[src/rtl/aes_128_sched.sv]
// rtl/aes_128_sched.sv - issue scheduler and in-order result FIFO around a fixed-latency aes_128 core
module aes_128_sched #(
    parameter int LATENCY = 21,
    parameter int TAG_W   = 4,
    parameter int DEPTH   = 4
) (
    input  logic                          clk,
    input  logic                          rst,
    input  logic                          req_valid,
    output logic                          req_ready,
    input  logic [127:0]                  req_state,
    input  logic [127:0]                  req_key,
    input  logic [TAG_W-1:0]              req_tag,
    output logic [127:0]                  aes_state,
    output logic [127:0]                  aes_key,
    input  logic [127:0]                  aes_out,
    output logic                          rsp_valid,
    input  logic                          rsp_ready,
    output logic [127:0]                  rsp_data,
    output logic [TAG_W-1:0]              rsp_tag,
    output logic [$clog2(LATENCY+2)-1:0]  inflight,
    output logic                          busy
);
    localparam int IW = $clog2(LATENCY + 2);
    localparam int PW = $clog2(DEPTH);
    localparam int CW = $clog2(DEPTH + 1);
    localparam int SW = ((IW > CW) ? IW : CW) + 1;

    logic [127:0]     aes_state_q, aes_state_d;
    logic [127:0]     aes_key_q, aes_key_d;
    logic [LATENCY:0] vld_q, vld_d;
    logic [TAG_W-1:0] tag_q [0:LATENCY];
    logic [TAG_W-1:0] tag_d [0:LATENCY];
    logic [IW-1:0]    inflight_q, inflight_d;
    logic [127:0]     mem_data_q [0:DEPTH-1];
    logic [127:0]     mem_data_d [0:DEPTH-1];
    logic [TAG_W-1:0] mem_tag_q [0:DEPTH-1];
    logic [TAG_W-1:0] mem_tag_d [0:DEPTH-1];
    logic [PW-1:0]    wr_ptr_q, wr_ptr_d;
    logic [PW-1:0]    rd_ptr_q, rd_ptr_d;
    logic [CW-1:0]    count_q, count_d;
    logic [SW-1:0]    occupancy;
    logic             issue;
    logic             push;
    logic             pop;

    // Reserving a FIFO slot per in-flight request means a capture never finds the FIFO full.
    assign occupancy = SW'(inflight_q) + SW'(count_q);
    assign req_ready = !rst && (occupancy < SW'(DEPTH));
    assign issue     = req_valid && req_ready;
    assign push      = vld_q[LATENCY];
    assign rsp_valid = (count_q != '0);
    assign pop       = rsp_valid && rsp_ready;
    assign rsp_data  = mem_data_q[rd_ptr_q];
    assign rsp_tag   = mem_tag_q[rd_ptr_q];
    assign aes_state = aes_state_q;
    assign aes_key   = aes_key_q;
    assign inflight  = inflight_q;
    assign busy      = (inflight_q != '0) || (count_q != '0);

    always_comb begin
        aes_state_d = issue ? req_state : aes_state_q;
        aes_key_d   = issue ? req_key : aes_key_q;
        vld_d       = {vld_q[LATENCY-1:0], issue};
        tag_d[0]    = req_tag;
        for (int i = 1; i <= LATENCY; i++) begin
            tag_d[i] = tag_q[i-1];
        end

        inflight_d = inflight_q;
        case ({issue, push})
            2'b10:   inflight_d = inflight_q + IW'(1);
            2'b01:   inflight_d = inflight_q - IW'(1);
            default: inflight_d = inflight_q;
        endcase

        mem_data_d = mem_data_q;
        mem_tag_d  = mem_tag_q;
        wr_ptr_d   = wr_ptr_q;
        rd_ptr_d   = rd_ptr_q;
        if (push) begin
            mem_data_d[wr_ptr_q] = aes_out;
            mem_tag_d[wr_ptr_q]  = tag_q[LATENCY];
            wr_ptr_d             = wr_ptr_q + PW'(1);
        end
        if (pop) begin
            rd_ptr_d = rd_ptr_q + PW'(1);
        end

        count_d = count_q;
        case ({push, pop})
            2'b10:   count_d = count_q + CW'(1);
            2'b01:   count_d = count_q - CW'(1);
            default: count_d = count_q;
        endcase
    end

    always_ff @(posedge clk or posedge rst) begin
        if (rst) begin
            aes_state_q <= '0;
            aes_key_q   <= '0;
            vld_q       <= '0;
            inflight_q  <= '0;
            wr_ptr_q    <= '0;
            rd_ptr_q    <= '0;
            count_q     <= '0;
            for (int i = 0; i <= LATENCY; i++) begin
                tag_q[i] <= '0;
            end
            for (int i = 0; i < DEPTH; i++) begin
                mem_data_q[i] <= '0;
                mem_tag_q[i]  <= '0;
            end
        end else begin
            aes_state_q <= aes_state_d;
            aes_key_q   <= aes_key_d;
            vld_q       <= vld_d;
            inflight_q  <= inflight_d;
            wr_ptr_q    <= wr_ptr_d;
            rd_ptr_q    <= rd_ptr_d;
            count_q     <= count_d;
            tag_q       <= tag_d;
            mem_data_q  <= mem_data_d;
            mem_tag_q   <= mem_tag_d;
        end
    end
endmodule
[config.mk]
export PLATFORM = sky130hd
export DESIGN_NAME = aes_128_sched
export DESIGN_NICKNAME = d
export VERILOG_FILES = /design/src/rtl/aes_128_sched.sv
export SDC_FILE = /design/constraint.sdc
export NUM_CORES = 2
export LEC_CHECK = 0
export BUFFER_PORTS_ARGS = -buffer_cell sky130_fd_sc_hd__buf_2
export CORE_AREA = 2 2 311 313
export CTS_CLUSTER_SIZE = 8
export DETAILED_ROUTE_END_ITERATION = 8
export DIE_AREA = 0 0 313 315
export GPL_TIMING_DRIVEN = 0
export SYNTH_ARGS = -nofsm -noshare
export SYNTH_HDL_FRONTEND = slang
export SYNTH_SLANG_ARGS = --single-unit
[constraint.sdc]
create_clock -name clk -period 27.5 [get_ports clk]
set_clock_uncertainty 0.2 [all_clocks]
set_input_delay 1.375 -clock clk [delete_from_list [all_inputs] [get_ports clk]]
set_output_delay 1.375 -clock clk [all_outputs]
set_load 0.005 [all_outputs]
Word level (Yosys, flattened, before mapping). Cells that the tools add are included.

Logic and storage cells: 78. Output and inout port bits: 396. Register bits after elaboration: 906. Input port bits: 392.

Bitwise operators: 2. $add $sub $neg: 7. Equal/unequal tests: 4. Reduce and logical (&&, ||, !) cells: 10. Magnitude comparators: 4. Multiplexer cells: 14.

Operators by type and width (count): bitwise mux 512 bit (1); two-way mux 128 bit (3); binary-select mux 128 bit (select 2 bit) (1); demux 128 bit (select 2 bit) (1); bitwise mux 16 bit (1); two-way mux 4 bit (3); case mux 5 bit (2 select lines) (1); binary-select mux 4 bit (select 2 bit) (1); demux 4 bit (select 2 bit) (1); adder 5 x 3 -> 6 bit (1); >= comparator 3 bit (second input constant) (2); < comparator 6 x 3 -> 1 bit (second input constant) (1); NOT 2 -> 3 bit (2); case mux 3 bit (2 select lines) (1); adder 5 x 1 -> 5 bit (second input constant) (1); nonzero test 5 bit (1); subtractor 5 x 1 -> 5 bit (second input constant) (1); adder 2 x 1 -> 2 bit (second input constant) (2); == test 2 x 1 -> 1 bit (second input constant) (2); == test 2 bit (second input constant) (2); logical AND 1 bit (4); nonzero test 2 bit (2); adder 3 x 1 -> 3 bit (second input constant) (1); < comparator 3 x 1 -> 1 bit (second input constant) (1); other kinds (4) (4).

Longest topological paths before layout.
Word-level depth: 6. Depth in mapped cells: 11. Depth with buffers taken out: 11.

Worst setup path before layout. Ideal clock, no wire load.

Kind: reg2out. Start point: register rd_ptr_q[0]. End point: output rsp_data[100]. Path buffers: 3. Slack: 24.160 ns. Data required time: 25.925 ns. Stages on the path, launching flop included: 5. Data arrival time: 1.765 ns. Cell sequence: dfrtp_1 -> clkbuf_1 -> buf_1 -> buf_2 -> mux4_2.

Cells in the longest elaborated chain, start to end: 4.

RTL lines: from (decl) (line 40) `logic [PW-1:0] rd_ptr_q, rd_ptr_d;`; from (signal assigned) (line 120) `rd_ptr_q <= rd_ptr_d;`; NOT 2 -> 3 bit (not written as such) (line 54) `assign rsp_data = mem_data_q[rd_ptr_q];`; binary-select mux 128 bit (select 2 bit) (line 54); two-way mux 128 bit (not written as such) (2 in a row) (line 54); to (decl) (line 19) `output logic [127:0] rsp_data,`.

No other way between the ends. The select of a mux whose other input is x is not followed.

Worst setup path after layout.
Start point: register rd_ptr_q[1]. End point: output rsp_data[51].

The elaborated chain is that of the path after synthesis.

==> impl_metrics.toml <==
[routing]
vias = 21600
ant_nets = 0
first_pass_iters = 5
wirelength_mm = 110
via_per_inst = 5.07
first_iter_violations = 1061
route.detailed.drc = 0
wl_per_cell_um = 25.7

[sta]
max_freq_mhz = 186
setup_violations = 0
report.final.slew_viol_count = 0
fin_tns_setup_ps = 0
whs_ps = 136
hold_viol_final = 0
rsz0062_at_grt = "false"
finalCritPeriodShare = 0.196
finalCriticalPeriod_ps = 5380
slew_headroom = 0.238
layout_setup_ws_ps = 22120
tightest_slew_ps = 1140

[die]
core_area_um2 = 95700
die_y_um = 315
pin_count = 788
dieArea_um2 = 98600
die_width_um = 313
rows = 114
initial_core_util = 0.373

[global_routing]
antenna_found_initial = 80
grt_pass1_wl_mm = 161
grt-ovfl-total = 0
grt_usage = 0.223
grt_max_degree = 138
first_global_vias = 24400

[critical_path]
path_buf_inv = 4
crit-reg2reg-launch = "vld_q[21]$_DFF_PP0_"
worstPathRequired_ps = 25920
worst_path_most_repeated_cell = "clkbuf_1"
path_cells = "clkbuf_1 -> clkbuf_1 -> clkbuf_1 -> mux4_2 -> buf_2"
cp-end-kind = "output pin"
max_stage_delay_ps = 900
reg2reg_depth = 5
regToRegEndpoint = "mem_data_q[319]$_DFFE_PP0P_"
critPathTopFamily = "buffers and inverters"
path_depth = 5
worstSetupPathType = "reg -> out"
crit_arrival_ps = 3810
cp_slowest_cell = "clkbuf_1"
r2r_setup_slack_ps = 24180
cp_max_fo = 10
critPathLaunchType = "register"

[cts]
cts_tree = "built"
cts.sinks = 906
htreeDepth = 4
clock_path_buffers = 3
cts_hold_buf = 0
clk_pin_slew_worst_paths_ps = 50
post-cts-setup-buffers = 0
cts_resized = 0
numCtsBuffers = 132
worstSkewPairLatency_ps = 710
cts_root_buf = "clkbuf_16"

[power_and_ir_drop]
powerDensity_nw_per_um2 = 90.7
max-vdd-ir-drop_mv = 0.0643
leakagePower_uw = 0.0214
power_uw = 4090

[yosys]
synthesis.area_um2 = 35700
synth_seq_area_share = 0.636
yosysUniqueCellTypes = 37
syn_nets = 2415
postSynthCellCount = 2010
synth_edf_count = 0
yosysMostFrequentCell = "dfrtp_1"
synth_common_cells = "dfrtp_1, mux2_2, mux2_1"
synth_top_area_frac = 0.636
async_flop_share = 1.00
synth_seq_cells = 906
netlist_top_cells_area = "dfrtp_1, mux2_2, mux4_2, mux2_1, buf_6"
synth_ff_type = "dfrtp_1"
synth_warnings = 0
synth_top_area_cell = "dfrtp_1"
avgSynthCellArea_um2 = 17.7

[run_status]
run_status = "complete, no violations"

[finish]
syn_to_final_growth_pct = 26.4
design_area_um2 = 45100
drive_above_1_share = 0.565
fin_nets = 3343

[placement]
pre_cts_ws_ps = 22750
port_buffers = 787
dp_hpwl_mm = 83.0
gp_congestion = 0.865
placedInstanceArea_um2 = 41400

[hold_path]
worstHoldStart = "tag_d[23]$_DFF_PP0_"
holdPathEnd = "tag_d[19]$_DFF_PP0_"
hold_depth = 0
min_path_type = "reg -> reg"

[job]
cap_viol_max_count = 0
## cell type report
| class | count | area (um2) |
|---|---|---|
| buffer | 116 | 664 |
| fill | 8353 | 50600 |
| clock buffer | 143 | 3480 |
| tap | 1276 | 1600 |
| timing repair buffer | 794 | 4130 |
| antenna | 29 | 72.6 |
| inverter | 12 | 53.8 |
| clock inverter | 11 | 125 |
| sequential | 906 | 22700 |
| multi-input combinational | 976 | 12300 |
## registers in the layout, summed over array words and instances, names as in the netlist
signal,flops
tag_d,84
aes_state,128
rd_ptr_q,2
inflight,5
aes_key,128
mem_tag_q,16
vld_q,22
count_q,3
wr_ptr_q,2
mem_data_q,512
tag_q,4
## worst max-delay path by stage
| stage | start | endpoint |
|---|---|---|
| floorplan | rst | aes_key[0]$_DFFE_PP0P_ |
| global placement | rst | mem_data_q[406]$_DFFE_PP0P_ |
| CTS | rd_ptr_q[1]$_DFFE_PP0P_ | rsp_data[51] |
| global route | rd_ptr_q[1]$_DFFE_PP0P_ | rsp_data[51] |
| finish | rd_ptr_q[1]$_DFFE_PP0P_ | rsp_data[51] |
| detailed placement | rd_ptr_q[1]$_DFFE_PP0P_ | rsp_data[51] |
## report_power, final
| group | leakage, uW | total [uW] | internal (uW) | switching [uW] |
|---|---|---|---|---|
| clock | 0.00177 | 1440 | 885 | 559 |
| sequential | 0.0110 | 1640 | 1540 | 105 |
| combinational | 0.00857 | 1000 | 500 | 505 |
| total | 0.0214 | 4090 | 2920 | 1170 |
## through the flow
stage / std cells / utilization
CTS: 4234 / 0.470
finish: 4263 / 0.471
detailed placement: 4080 / 0.433
global placement: 4073 / 0.431
floorplan: 2010 / -
global route: 4257 / 0.471
## placed cells by master, fill, tap and decap left out, types with 2 or more instances in the layout
master,count
or3_1,3
inv_6,5
clkinv_8,3
buf_4,2
ha_1,11
dfrtp_1,906
inv_1,10
buf_16,7
mux2_1,229
buf_12,2
nor2_1,3
xor2_1,6
mux4_2,132
mux2_2,555
buf_2,794
buf_6,24
o21ai_0,4
clkbuf_1,56
fa_1,2
xnor2_1,3
nand2_1,10
clkinv_2,2
clkbuf_16,138
o211ai_1,2
buf_1,29
diode_2,29
## layer usage
| metal | vias up | routed length [um] | global-route usage |
|---|---|---|---|
| met5 | - | 112 | 0 |
| met4 | 18 | 4220 | 0.104 |
| met3 | 244 | 8320 | 0.0763 |
| met2 | 741 | 56200 | 0.377 |
| met1 | 11400 | 40700 | 0.256 |
| li1 | 9191 | - | - |
## cell families (layout without fill, tap and decap cells)
family                   count (synthesis)  count (layout)  share of synthesized area
AO/OA/AOI/OAI                           11              11                    0.00196
XOR/XNOR                                 9               9                    0.00221
adder cells (fa/ha/maj)                 13              13                    0.00498
buffers and inverters                  128            1076                     0.0199
flip-flops                             906             906                      0.636
multiplexers                           917             917                      0.331
other                                    0              29                          0
AND/OR/NAND/NOR                         26              26                    0.00428
Note: power is estimated with default switching activity, not from simulation.
